===== config.mk =====
export PLATFORM = sky130hd
export DESIGN_NAME = player_action_sequencer_flat
export DESIGN_NICKNAME = d
export VERILOG_FILES = /design/src/rtl/maze_pkg.sv /design/src/rtl/player_action_sequencer_if.sv /design/src/rtl/maze_step_calc.sv /design/src/rtl/player_action_sequencer.sv /design/src/flat_wrapper.sv
export SDC_FILE = /design/constraint.sdc
export NUM_CORES = 1
export LEC_CHECK = 0
export CAP_MARGIN = 10
export CORE_MARGIN = 2
export CORE_UTILIZATION = 40
export CTS_BUF_LIST = sky130_fd_sc_hd__clkbuf_2 sky130_fd_sc_hd__clkbuf_4 sky130_fd_sc_hd__clkbuf_8
export DETAILED_ROUTE_END_ITERATION = 8
export GPL_TIMING_DRIVEN = 0
export PLACE_DENSITY = 0.65
export SLEW_MARGIN = 10
export SYNTH_ARGS = -nofsm -noshare
export SYNTH_HDL_FRONTEND = slang
export SYNTH_SLANG_ARGS = --single-unit
export TNS_END_PERCENT = 20

===== constraint.sdc =====
create_clock -name clk -period 10.35 [get_ports clk]
set_clock_uncertainty 0.2 [all_clocks]
set_input_delay 2.07 -clock clk [delete_from_list [all_inputs] [get_ports clk]]
set_output_delay 2.07 -clock clk [all_outputs]
set_load 0.1 [all_outputs]

===== src/rtl/maze_pkg.sv =====
// +----------------------------------------------------------------------------+
// | maze_pkg: shared constants and types for the two-player maze sequencer.    |
// | Rev 1.0                                                                    |
// +----------------------------------------------------------------------------+
`default_nettype none

package maze_pkg;

  localparam int MAZE_ROWS = 16;
  localparam int MAZE_COLS = 24;
  localparam int ROW_W     = 4;
  localparam int COL_W     = 5;

  typedef enum logic [2:0] {
    CMD_NONE  = 3'd0,
    CMD_UP    = 3'd1,
    CMD_DOWN  = 3'd2,
    CMD_LEFT  = 3'd3,
    CMD_RIGHT = 3'd4,
    CMD_SHOOT = 3'd5
  } cmd_t;

  typedef enum logic [1:0] {
    DIR_UP    = 2'd0,
    DIR_DOWN  = 2'd1,
    DIR_LEFT  = 2'd2,
    DIR_RIGHT = 2'd3
  } dir_t;

  typedef enum logic [2:0] {
    ST_IDLE     = 3'd0,
    ST_SEL      = 3'd1,
    ST_RD       = 3'd2,
    ST_CHK      = 3'd3,
    ST_SCAN_RD  = 3'd4,
    ST_SCAN_CHK = 3'd5,
    ST_NEXT     = 3'd6,
    ST_DONE     = 3'd7
  } seq_state_t;

  localparam logic [1:0] VIC_NONE = 2'd0;
  localparam logic [1:0] VIC_P1   = 2'd1;
  localparam logic [1:0] VIC_P2   = 2'd2;

  // Only meaningful for the four move commands.
  function automatic dir_t cmd_to_dir(input logic [2:0] cmd);
    case (cmd)
      CMD_UP:   return DIR_UP;
      CMD_DOWN: return DIR_DOWN;
      CMD_LEFT: return DIR_LEFT;
      default:  return DIR_RIGHT;
    endcase
  endfunction

endpackage

`default_nettype wire


===== src/rtl/player_action_sequencer_if.sv =====
// +----------------------------------------------------------------------------+
// | player_action_sequencer_if: single maze-wall read port (1-cycle latency).  |
// | Rev 1.0                                                                    |
// +----------------------------------------------------------------------------+
`default_nettype none

interface player_action_sequencer_if;
  import maze_pkg::*;

  logic [ROW_W-1:0] maze_rd_row;
  logic [COL_W-1:0] maze_rd_col;
  logic             maze_rd_en;
  logic             maze_rd_data;

  modport master (
    output maze_rd_row,
    output maze_rd_col,
    output maze_rd_en,
    input  maze_rd_data
  );

  modport slave (
    input  maze_rd_row,
    input  maze_rd_col,
    input  maze_rd_en,
    output maze_rd_data
  );

endinterface

`default_nettype wire


===== src/rtl/maze_step_calc.sv =====
// +----------------------------------------------------------------------------+
// | maze_step_calc: one-cell step in a direction with bounds detection.        |
// | Rev 1.0                                                                    |
// +----------------------------------------------------------------------------+
`default_nettype none

module maze_step_calc
  import maze_pkg::*;
#(
  parameter int ROWS = MAZE_ROWS,
  parameter int COLS = MAZE_COLS
) (
  input  logic [ROW_W-1:0] row,
  input  logic [COL_W-1:0] col,
  input  dir_t             dir,
  output logic [ROW_W-1:0] next_row,
  output logic [COL_W-1:0] next_col,
  output logic             out_of_bounds
);

  // One extra bit so that 0-1 and max+1 land above the legal range.
  logic [ROW_W:0] row_x;
  logic [COL_W:0] col_x;

  always_comb begin
    row_x = {1'b0, row};
    col_x = {1'b0, col};
    case (dir)
      DIR_UP:    row_x = {1'b0, row} - (ROW_W+1)'(1);
      DIR_DOWN:  row_x = {1'b0, row} + (ROW_W+1)'(1);
      DIR_LEFT:  col_x = {1'b0, col} - (COL_W+1)'(1);
      default:   col_x = {1'b0, col} + (COL_W+1)'(1);
    endcase
    out_of_bounds = (row_x > (ROW_W+1)'(ROWS-1)) || (col_x > (COL_W+1)'(COLS-1));
    next_row      = row_x[ROW_W-1:0];
    next_col      = col_x[COL_W-1:0];
  end

endmodule

`default_nettype wire


===== src/rtl/player_action_sequencer.sv =====
// +----------------------------------------------------------------------------+
// | player_action_sequencer: per-tick move/shoot sequencer sharing one wall    |
// | read port between two players. Option macro: ALT_PRIORITY_EN. Rev 1.0     |
// +----------------------------------------------------------------------------+
`default_nettype none

module player_action_sequencer
  import maze_pkg::*;
#(
  parameter int ROWS    = MAZE_ROWS,
  parameter int COLS    = MAZE_COLS,
  parameter int P1_ROW0 = 2,
  parameter int P1_COL0 = 8,
  parameter int P2_ROW0 = 8,
  parameter int P2_COL0 = 10
) (
  input  logic                        clk,
  input  logic                        rst,
  input  logic                        tick,
  input  logic [2:0]                  p1_cmd,
  input  logic [2:0]                  p2_cmd,
  player_action_sequencer_if.master   maze,
  output logic [ROW_W-1:0]            p1_row,
  output logic [COL_W-1:0]            p1_col,
  output logic [ROW_W-1:0]            p2_row,
  output logic [COL_W-1:0]            p2_col,
  output logic [1:0]                  p1_dir,
  output logic [1:0]                  p2_dir,
  output logic [1:0]                  victory,
  output logic                        busy,
  output logic                        step_done
);

  seq_state_t       state_q, state_d;
  logic             cur_p2_q, cur_p2_d;
  logic             second_q, second_d;
  logic             first_p2_q, first_p2_d;
  logic [2:0]       cmd1_q, cmd1_d, cmd2_q, cmd2_d;
  logic [ROW_W-1:0] p1_row_q, p1_row_d, p2_row_q, p2_row_d;
  logic [COL_W-1:0] p1_col_q, p1_col_d, p2_col_q, p2_col_d;
  dir_t             p1_dir_q, p1_dir_d, p2_dir_q, p2_dir_d;
  logic [1:0]       victory_q, victory_d;
  logic [ROW_W-1:0] cur_row_q, cur_row_d;
  logic [COL_W-1:0] cur_col_q, cur_col_d;
  logic             rd_en_q, rd_en_d;

  logic [2:0]       cur_cmd;
  logic [ROW_W-1:0] my_row, opp_row, calc_row, nxt_row;
  logic [COL_W-1:0] my_col, opp_col, calc_col, nxt_col;
  dir_t             my_dir, calc_dir;
  logic             is_move, nxt_oob, hit_opp, scan_step;

  // The acting player's view; the scan path steps from the cursor instead.
  always_comb begin
    cur_cmd  = cur_p2_q ? cmd2_q   : cmd1_q;
    my_row   = cur_p2_q ? p2_row_q : p1_row_q;
    my_col   = cur_p2_q ? p2_col_q : p1_col_q;
    my_dir   = cur_p2_q ? p2_dir_q : p1_dir_q;
    opp_row  = cur_p2_q ? p1_row_q : p2_row_q;
    opp_col  = cur_p2_q ? p1_col_q : p2_col_q;
    is_move  = cur_cmd inside {CMD_UP, CMD_DOWN, CMD_LEFT, CMD_RIGHT};
    calc_row = (state_q == ST_SCAN_CHK) ? cur_row_q : my_row;
    calc_col = (state_q == ST_SCAN_CHK) ? cur_col_q : my_col;
    calc_dir = is_move ? cmd_to_dir(cur_cmd) : my_dir;
  end

  maze_step_calc #(
    .ROWS (ROWS),
    .COLS (COLS)
  ) u_step (
    .row           (calc_row),
    .col           (calc_col),
    .dir           (calc_dir),
    .next_row      (nxt_row),
    .next_col      (nxt_col),
    .out_of_bounds (nxt_oob)
  );

  assign hit_opp = (nxt_row == opp_row) && (nxt_col == opp_col);

  always_comb begin
    state_d    = state_q;
    cur_p2_d   = cur_p2_q;
    second_d   = second_q;
    first_p2_d = first_p2_q;
    cmd1_d     = cmd1_q;
    cmd2_d     = cmd2_q;
    p1_row_d   = p1_row_q;
    p1_col_d   = p1_col_q;
    p2_row_d   = p2_row_q;
    p2_col_d   = p2_col_q;
    p1_dir_d   = p1_dir_q;
    p2_dir_d   = p2_dir_q;
    victory_d  = victory_q;
    cur_row_d  = cur_row_q;
    cur_col_d  = cur_col_q;
    rd_en_d    = 1'b0;
    scan_step  = 1'b0;

    case (state_q)
      ST_IDLE: begin
        if (tick && (victory_q == VIC_NONE)) begin
          cmd1_d   = p1_cmd;
          cmd2_d   = p2_cmd;
          cur_p2_d = first_p2_q;
          second_d = 1'b0;
          state_d  = ST_SEL;
        end
      end
      ST_SEL: begin
        if (is_move) begin
          if (cur_p2_q) p2_dir_d = calc_dir;
          else          p1_dir_d = calc_dir;
          if (nxt_oob || hit_opp) begin
            state_d = ST_NEXT;
          end else begin
            cur_row_d = nxt_row;
            cur_col_d = nxt_col;
            rd_en_d   = 1'b1;
            state_d   = ST_RD;
          end
        end else if (cur_cmd == CMD_SHOOT) begin
          scan_step = 1'b1;
        end else begin
          state_d = ST_NEXT;
        end
      end
      ST_RD:      state_d = ST_CHK;
      ST_CHK: begin
        if (!maze.maze_rd_data) begin
          if (cur_p2_q) begin
            p2_row_d = cur_row_q;
            p2_col_d = cur_col_q;
          end else begin
            p1_row_d = cur_row_q;
            p1_col_d = cur_col_q;
          end
        end
        state_d = ST_NEXT;
      end
      ST_SCAN_RD: state_d = ST_SCAN_CHK;
      ST_SCAN_CHK: begin
        if (maze.maze_rd_data) state_d = ST_NEXT;
        else                   scan_step = 1'b1;
      end
      ST_NEXT: begin
        if (!second_q) begin
          second_d = 1'b1;
          cur_p2_d = ~cur_p2_q;
          state_d  = ST_SEL;
        end else begin
          state_d = ST_DONE;
        end
      end
      ST_DONE: begin
`ifdef ALT_PRIORITY_EN
        first_p2_d = ~first_p2_q;
`endif
        state_d = ST_IDLE;
      end
      default: state_d = ST_IDLE;
    endcase

    // One scan iteration: evaluate the next cell along the shooter's facing.
    if (scan_step) begin
      if (nxt_oob) begin
        state_d = ST_NEXT;
      end else if (hit_opp) begin
        victory_d = cur_p2_q ? VIC_P2 : VIC_P1;
        state_d   = ST_DONE;
      end else begin
        cur_row_d = nxt_row;
        cur_col_d = nxt_col;
        rd_en_d   = 1'b1;
        state_d   = ST_SCAN_RD;
      end
    end
  end

  always_ff @(posedge clk) begin
    if (rst) begin
      state_q    <= ST_IDLE;
      cur_p2_q   <= 1'b0;
      second_q   <= 1'b0;
      first_p2_q <= 1'b0;
      cmd1_q     <= CMD_NONE;
      cmd2_q     <= CMD_NONE;
      p1_row_q   <= ROW_W'(P1_ROW0);
      p1_col_q   <= COL_W'(P1_COL0);
      p2_row_q   <= ROW_W'(P2_ROW0);
      p2_col_q   <= COL_W'(P2_COL0);
      p1_dir_q   <= DIR_UP;
      p2_dir_q   <= DIR_UP;
      victory_q  <= VIC_NONE;
      cur_row_q  <= '0;
      cur_col_q  <= '0;
      rd_en_q    <= 1'b0;
    end else begin
      state_q    <= state_d;
      cur_p2_q   <= cur_p2_d;
      second_q   <= second_d;
      first_p2_q <= first_p2_d;
      cmd1_q     <= cmd1_d;
      cmd2_q     <= cmd2_d;
      p1_row_q   <= p1_row_d;
      p1_col_q   <= p1_col_d;
      p2_row_q   <= p2_row_d;
      p2_col_q   <= p2_col_d;
      p1_dir_q   <= p1_dir_d;
      p2_dir_q   <= p2_dir_d;
      victory_q  <= victory_d;
      cur_row_q  <= cur_row_d;
      cur_col_q  <= cur_col_d;
      rd_en_q    <= rd_en_d;
    end
  end

  assign maze.maze_rd_row = cur_row_q;
  assign maze.maze_rd_col = cur_col_q;
  assign maze.maze_rd_en  = rd_en_q;
  assign p1_row    = p1_row_q;
  assign p1_col    = p1_col_q;
  assign p2_row    = p2_row_q;
  assign p2_col    = p2_col_q;
  assign p1_dir    = p1_dir_q;
  assign p2_dir    = p2_dir_q;
  assign victory   = victory_q;
  assign busy      = (state_q != ST_IDLE) && (state_q != ST_DONE);
  assign step_done = (state_q == ST_DONE);

endmodule

`default_nettype wire


===== src/flat_wrapper.sv =====
// flat-port wrapper written by rule: the top's interface ports become plain ports
module player_action_sequencer_flat import maze_pkg::*;
#(
  parameter int ROWS    = MAZE_ROWS,
  parameter int COLS    = MAZE_COLS,
  parameter int P1_ROW0 = 2,
  parameter int P1_COL0 = 8,
  parameter int P2_ROW0 = 8,
  parameter int P2_COL0 = 10
)
  (clk, rst, tick, p1_cmd, p2_cmd, p1_row, p1_col, p2_row, p2_col, p1_dir, p2_dir, victory, busy, step_done, maze_maze_rd_row, maze_maze_rd_col, maze_maze_rd_en, maze_maze_rd_data);
  player_action_sequencer_if maze_i ();
  input  logic clk;
  input  logic rst;
  input  logic tick;
  input  logic [2:0] p1_cmd;
  input  logic [2:0] p2_cmd;
  output logic [ROW_W-1:0] p1_row;
  output logic [COL_W-1:0] p1_col;
  output logic [ROW_W-1:0] p2_row;
  output logic [COL_W-1:0] p2_col;
  output logic [1:0] p1_dir;
  output logic [1:0] p2_dir;
  output logic [1:0] victory;
  output logic busy;
  output logic step_done;
  output wire logic [$bits(maze_i.maze_rd_row)-1:0] maze_maze_rd_row;
  output wire logic [$bits(maze_i.maze_rd_col)-1:0] maze_maze_rd_col;
  output wire logic [$bits(maze_i.maze_rd_en)-1:0] maze_maze_rd_en;
  input wire logic [$bits(maze_i.maze_rd_data)-1:0] maze_maze_rd_data;
  assign maze_maze_rd_row = maze_i.maze_rd_row;
  assign maze_maze_rd_col = maze_i.maze_rd_col;
  assign maze_maze_rd_en = maze_i.maze_rd_en;
  assign maze_i.maze_rd_data = maze_maze_rd_data;
  player_action_sequencer #(.ROWS(ROWS), .COLS(COLS), .P1_ROW0(P1_ROW0), .P1_COL0(P1_COL0), .P2_ROW0(P2_ROW0), .P2_COL0(P2_COL0)) u_core (.clk(clk), .rst(rst), .tick(tick), .p1_cmd(p1_cmd), .p2_cmd(p2_cmd), .maze(maze_i), .p1_row(p1_row), .p1_col(p1_col), .p2_row(p2_row), .p2_col(p2_col), .p1_dir(p1_dir), .p2_dir(p2_dir), .victory(victory), .busy(busy), .step_done(step_done));
endmodule

==> qor.csv, run 1 <==
stage;metric;value;unit
drt;detailed-route via count;2952;
cells_and_area;most frequent standard cell in the layout excluding fill and tap cells;sky130_fd_sc_hd__nor2_1;
critical_path;cells along the critical path;buf_6, mux2_4, a21oi_2, o221a_2, buf_1, nand2_1, ha_1, o211a_1, a221oi_1, xnor2_1, xnor2_1, o211ai_1, o41ai_1, nor4_1, nor3_1;
drt;average via count per standard cell;5.49;
critical_path;data required time of the worst path;10370;ps
timing;worst slack on hold paths;313;ps
logic_synthesis;Async SR Flop Fraction;0;
drt;met3 WL post-DR;517;um
flow_run;# Max-Cap Violations;0;
cells_and_area;area grow syn2layout;20.3;%
floorplan;initial standard-cell utilization of the core;0.409;
clock_tree;buffers inserted by post-CTS timing repair;0;
cells_and_area;Layout Nets;450;
grt;wire length of the first global-routing pass;14300;um
cells_and_area;commonest non-fill, non-tap cells in the layout;sky130_fd_sc_hd__nor2_1, sky130_fd_sc_hd__clkdlybuf4s50_1, sky130_fd_sc_hd__dfxtp_1;
logic_synthesis;number of enable-type register cells in the synthesized netlist;0;
timing;unrepaired setup endpoints after global routing;no;
timing;final worst path period share;0.504;
timing;aggregate negative setup slack;0;ps
floorplan;Die Wd;95.4;um
clock_tree;number of sinks on the clock net;45;
logic_synthesis;top post-synthesis cells by area;sky130_fd_sc_hd__dfxtp_1, sky130_fd_sc_hd__mux2i_1, sky130_fd_sc_hd__nor2_1;
critical_path;endpoint arrival time on the critical path;5240;ps
placement;Port-buffer cells;45;
cells_and_area;final antenna diode count;0;
critical_path;critical path class;reg2reg;
clock_tree;total of hold buffers inserted after clock tree synthesis;0;
cells_and_area;Fill cells;816;
timing;fin. max-slew vios;0;
cells_and_area;Sequential Area;901;um^2
clock_tree;number of buffers between clock root and the deepest sink;2;
placement;Inst Count DP;530;
power_and_ir_drop;leakage power summed over all cells;1.43;nW
logic_synthesis;Synth area leader;sky130_fd_sc_hd__dfxtp_1;
timing;highest attainable clock frequency;192;MHz
logic_synthesis;Avg Cell Area, Syn;8.79;um^2
critical_path;kind of launch point of the worst setup path;flip-flop;
grt;number of antenna violations at the first check in global routing;0;
drt;remaining number of nets flagged by the antenna check after routing;0;
floorplan;Die Ht;95.4;um
critical_path;kind of cell adding the most delay to the critical path;compound AO/OA/AOI/OAI gates;
drt;Routed wire per std cell;16.5;um
clock_tree;post-CTS sizing;0;
timing;Final Hold Violating Endpoints;0;
clock_tree;total CTS buffers;5;
drt;number of design-rule violations left by the first detailed-router iteration;228;
timing;clock period minus worst slack;5220;ps
clock_tree;clock transition at the registers of the reported paths;90;ps
floorplan;area enclosed by the die boundary;0.00910;mm^2
critical_path;type of element capturing the critical path;flip-flop;
drt;detailed-route wire length;8890;um
power_and_ir_drop;maximum VDD drop;0.0717;mV
critical_path;CP bufs+invs;2;
critical_path;slowest cell delay on critical path;940;ps
critical_path;cell type of the slowest stage on the worst timing path;sky130_fd_sc_hd__o41ai_1;
logic_synthesis;Seq/Total Area, Yosys;0.270;
critical_path;most common cell type on the critical path;sky130_fd_sc_hd__xnor2_1;
drt;number of search-and-repair iterations in the first detailed-routing pass;4;
grt;vias in the first global route;2772;
timing;Slew headroom;0.329;
timing;number of failing setup endpoints in the final timing report;0;
floorplan;number of ports placed on the die boundary;46;
logic_synthesis;Syn. warnings;0;
drt;routed wl met2;3940;um
hold_path;worst hold-check path type;reg2reg;
logic_synthesis;dominant synthesized flop cell;sky130_fd_sc_hd__dfxtp_1;
logic_synthesis;Synth Instances;380;
drt;number of remaining DRC errors;0;
logic_synthesis;Post-Syn Area;0.00334;mm^2
logic_synthesis;count of different cell masters after synthesis;69;
run_status;result of the run;complete, no violations;
clock_tree;root buffer selected by CTS;sky130_fd_sc_hd__clkbuf_8;
drt;highest routed layer;met4;
logic_synthesis;synthesized netlist net count;398;
power_and_ir_drop;total power per unit cell area;133;mW/mm^2
timing;measured slew at the worst slew-check pin;994;ps
grt;grt ovf;0;
logic_synthesis;number of synthesized register bits;45;
placement;post-DP HPWL;6620;um
floorplan;number of standard-cell rows in the floorplan;33;
placement;GPL Wtd Cong;0.965;
drt;routed length on met1;4250;um
cells_and_area;share of post-route cells with drive strength above 1;0.132;
clock_tree;clock tree from TritonCTS;yes;
cells_and_area;area taken by multi-input logic gates;0.00226;mm^2
grt;maximum number of pins on one net before global-route repair;15;
grt;global-route usage over all layers;0.204;
logic_synthesis;area share of the largest cell type after synthesis;0.270;
clock_tree;number of levels in the clock H-tree;2;
cells_and_area;count of placed standard cells in the final layout, fillers left out;538;
clock_tree;latest clock arrival within the worst-skew pair;300;ps
critical_path;maximum fanout along the worst path;10;
floorplan;area of the core;0.00818;mm^2
-- Yosys cell counts, types with 6 or more instances --
| library cell | n |
|---|---|
| sky130_fd_sc_hd__dfxtp_1 | 45 |
| sky130_fd_sc_hd__a311oi_2 | 6 |
| sky130_fd_sc_hd__nand3_1 | 9 |
| sky130_fd_sc_hd__nor3_1 | 13 |
| sky130_fd_sc_hd__nor2_1 | 48 |
| sky130_fd_sc_hd__xor2_1 | 11 |
| sky130_fd_sc_hd__o21ai_0 | 12 |
| sky130_fd_sc_hd__xnor2_1 | 16 |
| sky130_fd_sc_hd__a21oi_1 | 19 |
| sky130_fd_sc_hd__nand2_1 | 20 |
| sky130_fd_sc_hd__mux2i_1 | 39 |
| sky130_fd_sc_hd__clkbuf_1 | 11 |
| sky130_fd_sc_hd__inv_1 | 9 |
| sky130_fd_sc_hd__nor2b_1 | 11 |
| sky130_fd_sc_hd__ha_1 | 6 |
-- through the flow --
step / worst slack, ps / utilization / power, mW / area, um^2
after CTS: 5250 / 0.492 / 0.537 / 4020
final: 5130 / 0.492 / 0.537 / 4020
after global placement: 5330 / 0.480 / 0.415 / 3920
after global routing: 4840 / 0.492 / 0.565 / 4020
after detailed placement: 5290 / 0.480 / 0.417 / 3920
after floorplan: 5550 / - / 0.367 / 3340
-- layout make-up --
class	instances	area share
clock inverter	2	0.00342
inverter	11	0.0103
tap	105	0.0327
multi-input combinational	301	0.561
sequential	45	0.224
timing repair buffer	45	0.112
clock buffer	6	0.0205
buffer	23	0.0358
-- metal layers --
metal,GRT usage,up-vias
met5,0,-
met1,0.296,1385
li1,-,1481
met4,0.0595,0
met3,0.0277,11
met2,0.316,75
-- tightest hold or removal path: cells and delay by family, from the launching register on --
family	cells	cell delay (ps)
flip-flops	1	330
multiplexers	1	60
AND/OR/NAND/NOR	1	70
-- sequential cells by signal, indices dropped and copies added (netlist names) --
name / count
u_core.cmd2_q: 3
u_core.victory: 2
u_core.cur_p2_q: 1
u_core.p2_row: 4
u_core.maze.maze_rd_en: 1
u_core.state_q: 3
u_core.p1_row: 4
u_core.maze.maze_rd_col: 5
u_core.maze.maze_rd_row: 4
u_core.p1_col: 5
u_core.second_q: 1
u_core.p2_dir: 2
u_core.p1_dir: 2
u_core.cmd1_q: 3
u_core.p2_col: 5
-- power by group --
group          switching [mW]  total (mW)  internal (mW)
sequential            0.00946       0.190          0.181
combinational           0.146       0.225         0.0794
clock                  0.0666       0.121         0.0543
total                   0.222       0.537          0.315
-- path summary, 6_finish.rpt --
check,from,to,slack (ps),cells after the start
max reg2reg,u_core.cur_p2_q$_SDFFE_PP0P_,u_core.maze.maze_rd_row[1]$_SDFF_PP0_,5130,15
max,u_core.cur_p2_q$_SDFFE_PP0P_,u_core.maze.maze_rd_row[1]$_SDFF_PP0_,5130,15
min,u_core.victory[1]$_SDFFE_PP0P_,u_core.victory[1]$_SDFFE_PP0P_,310,2
min reg2reg,u_core.victory[1]$_SDFFE_PP0P_,u_core.victory[1]$_SDFFE_PP0P_,310,2
-- logic make-up after synthesis --
kind of cell / Yosys count / share of synthesized area
xor gates and xnor gates: 28 / 0.0790
DFF: 45 / 0.270
and+or+nand+nor: 135 / 0.207
AOI/OAI and AO/OA: 78 / 0.183
buffers and inverters: 34 / 0.0554
muxes: 51 / 0.168
adders and majority gates: 9 / 0.0374
Power figures use the tool's default switching activity.
==> run 2, diff against run 1 <==
--- a/config.mk
+++ b/config.mk
@@ -11,7 +11,7 @@
 export CTS_BUF_LIST = sky130_fd_sc_hd__clkbuf_2 sky130_fd_sc_hd__clkbuf_4 sky130_fd_sc_hd__clkbuf_8
 export DETAILED_ROUTE_END_ITERATION = 8
 export GPL_TIMING_DRIVEN = 0
-export PLACE_DENSITY = 0.65
+export PLACE_DENSITY = 0.68
 export SLEW_MARGIN = 10
 export SYNTH_ARGS = -nofsm -noshare
 export SYNTH_HDL_FRONTEND = slang
==> constraint.sdc (replaced) <==
create_clock -name clk -period 4.2 [get_ports clk]
set_clock_uncertainty 0.2 [all_clocks]
set_input_delay 0.84 -clock clk [delete_from_list [all_inputs] [get_ports clk]]
set_output_delay 0.84 -clock clk [all_outputs]
set_load 0.1 [all_outputs]
==> run 2 against run 1 <==
  * The run now ends with setup timing left
  * Critical path depth rose by 2
  * Global-route usage rose by 0.82 points
  * Sequential cell count did not move
  * First-iteration DRC count rose by 17%
  * Clock power rose by 150%
  * Largest cell class unchanged
==> qor.csv, run 2 (synthesis results as in run 1) <==
stage;metric;value;unit;change
floorplan;Die Ht;95.4;um;unchanged
grt;global-route usage over all layers;0.212;;+0.00818
run_status;failing checks;setup timing;;
placement;area post-placement;0.00393;mm^2;about the same
hold_path;hold wc startpoint;u_core.victory[1]$_SDFFE_PP0P_;;
drt;detailed-route wire length;10400;um;+17%
timing;clock period minus worst slack;4260;ps;-955 ps
floorplan;number of standard-cell rows in the floorplan;33;;unchanged
clock_tree;root buffer selected by CTS;sky130_fd_sc_hd__clkbuf_8;;
timing;number of failing setup endpoints in the final timing report;8;;+8
power_and_ir_drop;leakage power summed over all cells;1.67;nW;+17%
hold_path;hold-critical path endpoint;u_core.victory[1]$_SDFFE_PP0P_;;
floorplan;area of the core;0.00818;mm^2;unchanged
critical_path;Reg-to-Reg Start;u_core.cur_p2_q$_SDFFE_PP0P_;;
cells_and_area;area grow syn2layout;37.5;%;
critical_path;register-to-register setup slack;-60;ps;-5190 ps
grt;number of antenna violations at the first check in global routing;0;;unchanged
clock_tree;total CTS buffers;5;;unchanged
timing;worst slack on hold paths;329;ps;+16.4 ps
cells_and_area;count of placed standard cells in the final layout, fillers left out;566;;+5.2%
critical_path;kind of launch point of the worst setup path;flip-flop;;
clock_tree;total of hold buffers inserted after clock tree synthesis;0;;unchanged
critical_path;destination of the worst register-to-register timing path;u_core.maze.maze_rd_row[3]$_SDFF_PP0_;;
flow_run;# Max-Cap Violations;0;;unchanged
critical_path;critical path launch point;u_core.cur_p2_q$_SDFFE_PP0P_;;
critical_path;number of cell instances on the worst register-to-register path;17;;+2
run_status;result of the run;complete, but fails checks;;
drt;average via count per standard cell;5.81;;+5.8%
clock_tree;number of buffers between clock root and the deepest sink;2;;unchanged
critical_path;critical path class;reg2reg;;
grt;wire length of the first global-routing pass;14900;um;+4.1%
grt;maximum number of pins on one net before global-route repair;15;;unchanged
power_and_ir_drop;power after layout;1.51;mW;+180%
timing;measured slew at the worst slew-check pin;976;ps;-17.1 ps
drt;number of design-rule violations left by the first detailed-router iteration;266;;+17%
clock_tree;number of sinks on the clock net;45;;unchanged
timing;Final Hold Violating Endpoints;0;;unchanged
timing;Slew headroom;0.347;;+0.0180
placement;post-DP HPWL;6660;um;+0.65%
timing;unrepaired setup endpoints after global routing;yes;;
cells_and_area;commonest non-fill, non-tap cells in the layout;sky130_fd_sc_hd__nor2_1, sky130_fd_sc_hd__clkdlybuf4s50_1, sky130_fd_sc_hd__dfxtp_1;;
drt;detailed-route via count;3286;;+11%
floorplan;initial standard-cell utilization of the core;0.409;;unchanged
floorplan;number of ports placed on the die boundary;46;;unchanged
drt;Routed wire per std cell;18.4;um;+12%
drt;number of remaining DRC errors;0;;unchanged
grt;grt ovf;0;;unchanged
clock_tree;clock transition at the registers of the reported paths;90;ps;about the same
drt;remaining number of nets flagged by the antenna check after routing;0;;unchanged
timing;slack of the critical path;-62.8;ps;-5190 ps
cells_and_area;share of post-route cells with drive strength above 1;0.260;;+0.129
hold_path;worst hold-check path type;reg2reg;;
placement;Inst Count DP;530;;unchanged
placement;Port-buffer cells;45;;unchanged
clock_tree;number of levels in the clock H-tree;2;;unchanged
drt;number of search-and-repair iterations in the first detailed-routing pass;5;;+1
power_and_ir_drop;total power per unit cell area;330;mW/mm^2;+150%
critical_path;endpoint arrival time on the critical path;4280;ps;-960 ps
cells_and_area;most frequent standard cell in the layout excluding fill and tap cells;sky130_fd_sc_hd__nor2_1;;
grt;vias in the first global route;2906;;+4.8%
cells_and_area;Layout Nets;478;;+6.2%
hold_path;cell count of the worst hold path;2;;unchanged
floorplan;Die Wd;95.4;um;unchanged
cells_and_area;final instance area;0.00460;mm^2;+14%
placement;GPL Wtd Cong;0.913;;-5.4%
critical_path;data required time of the worst path;4220;ps;-6150 ps
critical_path;maximum fanout along the worst path;5;;-5
critical_path;type of element capturing the critical path;flip-flop;;
clock_tree;clock tree from TritonCTS;yes;;
timing;fin. max-slew vios;0;;unchanged
cells_and_area;final antenna diode count;0;;unchanged
timing;highest attainable clock frequency;235;MHz;+22%
clock_tree;latest clock arrival within the worst-skew pair;310;ps;about the same
floorplan;area enclosed by the die boundary;0.00910;mm^2;unchanged
timing;final worst path period share;1.01;;+0.511
power_and_ir_drop;maximum VDD drop;0.181;mV;+150%
run 2: changes by cell type in the layout (fill, tap and decap cells not counted), sizes merged:
cell and delta:
buf +28
run 2: area by class of cell:
cell class                 instances  area (um^2)
clock inverter                     2         13.8
buffer                            22          173
multi-input combinational        301         2520
inverter                          11         43.8
tap                              105          131
sequential                        45          907
clock buffer                       6         82.6
fill                             727         3580
timing repair buffer              74          723
run 2: repair_timing:
item | CTS | global route
endpoints found under the hold margin | 0 | 0
endpoints found under the setup margin | 15 | 15
buffers inserted | 5 | 21
cloned | 1 | 2
pin swaps | 4 | 17
resized for setup | 20 | 45
run 2: power by group:
part / switching [mW] / total, mW / internal, mW
sequential: 0.0275 / 0.473 / 0.445
combinational: 0.437 / 0.743 / 0.306
clock: 0.165 / 0.299 / 0.134
total: 0.630 / 1.51 / 0.885
run 2: worst max-delay path, stage by stage (launching register included):
cell                       delay [ps]
sky130_fd_sc_hd__dfxtp_4          430
sky130_fd_sc_hd__buf_12           150
sky130_fd_sc_hd__buf_12           110
sky130_fd_sc_hd__buf_12           120
sky130_fd_sc_hd__mux2i_4          290
sky130_fd_sc_hd__o21ai_2          100
sky130_fd_sc_hd__a22o_4           290
sky130_fd_sc_hd__nand2_8           90
sky130_fd_sc_hd__inv_2             40
sky130_fd_sc_hd__fa_2             380
sky130_fd_sc_hd__xor2_2           190
sky130_fd_sc_hd__xnor2_1          140
sky130_fd_sc_hd__nand2_1          100
sky130_fd_sc_hd__nor3_1           290
sky130_fd_sc_hd__a32oi_2          180
sky130_fd_sc_hd__o41a_1           600
sky130_fd_sc_hd__buf_6            210
sky130_fd_sc_hd__a311oi_2         240
run 2: per-layer routing:
| layer | wire (um) | part of all wire | up-vias | GRT usage |
|---|---|---|---|---|
| li1 | - | - | 1534 | - |
| met1 | 4570 | 0.44 | 1581 | 0.288 |
| met2 | 5010 | 0.48 | 140 | 0.352 |
| met3 | 531 | 0.051 | 31 | 0.0261 |
| met4 | 322 | 0.031 | 0 | 0.0679 |
| met5 | 0 | 0 | - | 0 |
run 2: how the worst max path moves through the flow:
stage,endpoint
2_1_floorplan,u_core.maze.maze_rd_row[1]$_SDFF_PP0_
3_3_place_gp,u_core.maze.maze_rd_row[1]$_SDFF_PP0_
3_5_place_dp,u_core.maze.maze_rd_row[1]$_SDFF_PP0_
4_1_cts,u_core.maze.maze_rd_row[3]$_SDFF_PP0_
5_1_grt,u_core.maze.maze_rd_row[1]$_SDFF_PP0_
6_report,u_core.maze.maze_rd_row[3]$_SDFF_PP0_
run 2: stage by stage:
stage,utilization,TNS (ps),setup slack [ps]
3_3_place_gp,0.480,-6190,-590
5_1_grt,0.562,-1340,-152
4_1_cts,0.510,0,1.94
3_5_place_dp,0.480,-7400,-684
2_1_floorplan,-,0,116
6_report,0.562,-378,-62.8
==> run 3, diff against run 2 <==
--- a/config.mk
+++ b/config.mk
@@ -6,6 +6,7 @@
 export NUM_CORES = 1
 export LEC_CHECK = 0
 export CAP_MARGIN = 10
+export CORE_ASPECT_RATIO = 1.4
 export CORE_MARGIN = 2
 export CORE_UTILIZATION = 40
 export CTS_BUF_LIST = sky130_fd_sc_hd__clkbuf_2 sky130_fd_sc_hd__clkbuf_4 sky130_fd_sc_hd__clkbuf_8
==> run 3 against run 2 <==
  * The flow now finishes without violations
  * Combinational power shrank 3.9%
  * Via count fell by 2.3%
  * Non-clock buffer count increased by 4
  * Worst setup slack improved by 180 ps
  * Global-route usage fell by 0.12 points
  * Clock power decreased by 13%
  * Cell count fell by 0.18%
  * Largest cell class unchanged
  * Largest power group unchanged
==> qor.csv, run 3 (synthesis results as in run 1) <==
stage;metric;value;unit;change
floorplan;number of ports placed on the die boundary;46;;unchanged
hold_path;worst hold-check path type;reg2reg;;
cells_and_area;final antenna diode count;0;;unchanged
power_and_ir_drop;sequential fraction of design power;0.326;;+0.014
drt;average via count per standard cell;5.68;;-2.2%
grt;vias in the first global route;2959;;+1.8%
timing;fin. max-slew vios;0;;unchanged
grt;grt ovf;0;;unchanged
cells_and_area;final instance area;0.00450;mm^2;-2.0%
floorplan;initial standard-cell utilization of the core;0.410;;+0.00132
cells_and_area;commonest non-fill, non-tap cells in the layout;sky130_fd_sc_hd__nor2_1, sky130_fd_sc_hd__clkdlybuf4s50_1, sky130_fd_sc_hd__dfxtp_1;;
cells_and_area;area taken by multi-input logic gates;0.00246;mm^2;-2.5%
floorplan;Die Wd;81.3;um;-15%
clock_tree;clock tree from TritonCTS;yes;;
critical_path;number of cell instances on the worst register-to-register path;16;;-1
power_and_ir_drop;switching power summed over all nets;589;uW;-6.5%
timing;slack of the critical path;122;ps;+185 ps
clock_tree;number of buffers between clock root and the deepest sink;2;;unchanged
placement;GPL Wtd Cong;0.951;;+4.1%
run_status;result of the run;complete, no violations;;
clock_tree;total CTS buffers;5;;unchanged
drt;number of remaining DRC errors;0;;unchanged
cells_and_area;count of placed standard cells in the final layout, fillers left out;565;;-0.18%
critical_path;maximum fanout along the worst path;10;;+5
drt;remaining number of nets flagged by the antenna check after routing;0;;unchanged
critical_path;endpoint arrival time on the critical path;4100;ps;-180 ps
grt;maximum number of pins on one net before global-route repair;13;;-2
critical_path;critical path class;reg2reg;;
timing;number of failing setup endpoints in the final timing report;0;;-8
placement;Port-buffer cells;45;;unchanged
power_and_ir_drop;proportion of power drawn by combinational gates;0.494;;+0.003
power_and_ir_drop;clock share of power;0.180;;-0.017
grt;number of antenna violations at the first check in global routing;0;;unchanged
placement;Placement Setup Slack;-776;ps;-92.1 ps
floorplan;number of standard-cell rows in the floorplan;39;;+18%
timing;aggregate negative setup slack;0;ps;+378 ps
drt;number of design-rule violations left by the first detailed-router iteration;163;;-39%
critical_path;destination of the worst register-to-register timing path;u_core.maze.maze_rd_row[3]$_SDFF_PP0_;;
power_and_ir_drop;power after layout;1.45;mW;-4.5%
cells_and_area;share of post-route cells with drive strength above 1;0.248;;-0.0119
power_and_ir_drop;total power per unit cell area;321;mW/mm^2;-2.6%
power_and_ir_drop;maximum VDD drop;0.246;mV;+36%
cells_and_area;Fill cells;751;;+3.3%
cells_and_area;Layout Nets;482;;+0.84%
clock_tree;number of levels in the clock H-tree;2;;unchanged
timing;worst slack on hold paths;331;ps;+2.08 ps
clock_tree;clock transition at the registers of the reported paths;80;ps;about the same
timing;clock period minus worst slack;4080;ps;-185 ps
placement;Inst Count DP;527;;-0.57%
cells_and_area;most frequent standard cell in the layout excluding fill and tap cells;sky130_fd_sc_hd__nor2_1;;
drt;detailed-route wire length;9860;um;-5.4%
timing;final worst path period share;0.971;;-0.0440
flow_run;# Max-Cap Violations;0;;unchanged
floorplan;area enclosed by the die boundary;0.00911;mm^2;+0.11%
critical_path;kind of launch point of the worst setup path;flip-flop;;
cells_and_area;Layout Utilization;0.553;;-0.00940
cells_and_area;area grow syn2layout;34.8;%;
clock_tree;root buffer selected by CTS;sky130_fd_sc_hd__clkbuf_8;;
critical_path;type of element capturing the critical path;flip-flop;;
power_and_ir_drop;Net Sw Frac;0.407;;-0.00842
grt;wire length of the first global-routing pass;14800;um;-0.97%
hold_path;hold-critical path endpoint;u_core.victory[1]$_SDFFE_PP0P_;;
hold_path;cell count of the worst hold path;2;;unchanged
clock_tree;latest clock arrival within the worst-skew pair;310;ps;about the same
timing;highest attainable clock frequency;245;MHz;+4.5%
power_and_ir_drop;leakage power summed over all cells;1.64;nW;-2.0%
critical_path;Reg-to-Reg Start;u_core.cur_p2_q$_SDFFE_PP0P_;;
placement;post-DP HPWL;6890;um;+3.4%
grt;global-route usage over all layers;0.211;;-0.00118
critical_path;register-to-register setup slack;120;ps;+180 ps
floorplan;area of the core;0.00815;mm^2;-0.32%
clock_tree;number of sinks on the clock net;45;;unchanged
drt;detailed-route via count;3209;;-2.3%
critical_path;data required time of the worst path;4220;ps;about the same
timing;Final Hold Violating Endpoints;0;;unchanged
timing;Slew headroom;0.337;;-0.00999
cells_and_area;Sequential Area;907;um^2;unchanged
drt;number of search-and-repair iterations in the first detailed-routing pass;4;;-1
power_and_ir_drop;P_int;857;uW;-3.2%
drt;Routed wire per std cell;17.5;um;-5.2%
timing;measured slew at the worst slew-check pin;991;ps;+14.9 ps
hold_path;hold wc startpoint;u_core.victory[1]$_SDFFE_PP0P_;;
placement;area post-placement;0.00392;mm^2;about the same
floorplan;Die Ht;112;um;+18%
==> run 3: how the worst max path moves through the flow <==
stage	startpoint	endpoint	depth (start not counted)
after floorplan	u_core.p1_dir[0]$_SDFFE_PP0P_	u_core.maze.maze_rd_row[1]$_SDFF_PP0_	14
after global placement	u_core.cur_p2_q$_SDFFE_PP0P_	u_core.maze.maze_rd_col[4]$_SDFF_PP0_	17
after detailed placement	u_core.cur_p2_q$_SDFFE_PP0P_	u_core.maze.maze_rd_col[4]$_SDFF_PP0_	17
after CTS	u_core.cur_p2_q$_SDFFE_PP0P_	u_core.maze.maze_rd_row[1]$_SDFF_PP0_	19
after global routing	u_core.cur_p2_q$_SDFFE_PP0P_	u_core.maze.maze_rd_col[0]$_SDFF_PP0_	14
final	u_core.cur_p2_q$_SDFFE_PP0P_	u_core.maze.maze_rd_row[3]$_SDFF_PP0_	16
==> run 3: layout make-up <==
class | count | area share
multi-input combinational | 301 | 0.546
sequential | 45 | 0.201
timing repair buffer | 78 | 0.163
buffer | 22 | 0.0358
tap | 102 | 0.0283
clock buffer | 5 | 0.0153
inverter | 11 | 0.00972
clock inverter | 1 | 0.00111
==> run 3: power groups by stage <==
stage / Sequential [mW] / Combinational [mW] / Clock, mW
2_1_floorplan: 0.535 / 0.369 / 0
3_3_place_gp: 0.478 / 0.542 / 0
3_5_place_dp: 0.479 / 0.552 / 0
4_1_cts: 0.469 / 0.618 / 0.265
5_1_grt: 0.474 / 0.757 / 0.280
6_report: 0.471 / 0.714 / 0.261
==> run 3: per-layer routing <==
metal  track usage  vias to the layer above  share of wire  routed length (um)
li1              -                     1554              -                   -
met1         0.240                     1544           0.39                3880
met2         0.367                       84           0.52                5170
met3        0.0370                       27          0.040                 394
met4         0.113                        0          0.042                 416
met5             0                        -              0                   0
==> run 3: what timing repair did <==
item | CTS | global route
gates cloned | 0 | 1
gates resized for setup | 18 | 32
endpoints found under the setup margin | 15 | 15
buffers inserted | 9 | 23
pin swaps | 5 | 20
hold buffers | 0 | 0
==> run 3: critical path, cell delays in order (launching register included) <==
cell and delay, ps:
sky130_fd_sc_hd__dfxtp_4 380, sky130_fd_sc_hd__buf_12 150, sky130_fd_sc_hd__buf_12 130, sky130_fd_sc_hd__buf_12 130, sky130_fd_sc_hd__buf_4 190, sky130_fd_sc_hd__mux2i_1 130, sky130_fd_sc_hd__o21ai_0 390, sky130_fd_sc_hd__ha_4 300
sky130_fd_sc_hd__o211a_1 170, sky130_fd_sc_hd__a221oi_4 270, sky130_fd_sc_hd__xnor2_2 160, sky130_fd_sc_hd__xnor2_1 160, sky130_fd_sc_hd__o211ai_1 180, sky130_fd_sc_hd__o41a_1 480, sky130_fd_sc_hd__buf_6 150, sky130_fd_sc_hd__buf_12 140
sky130_fd_sc_hd__a311oi_2 260
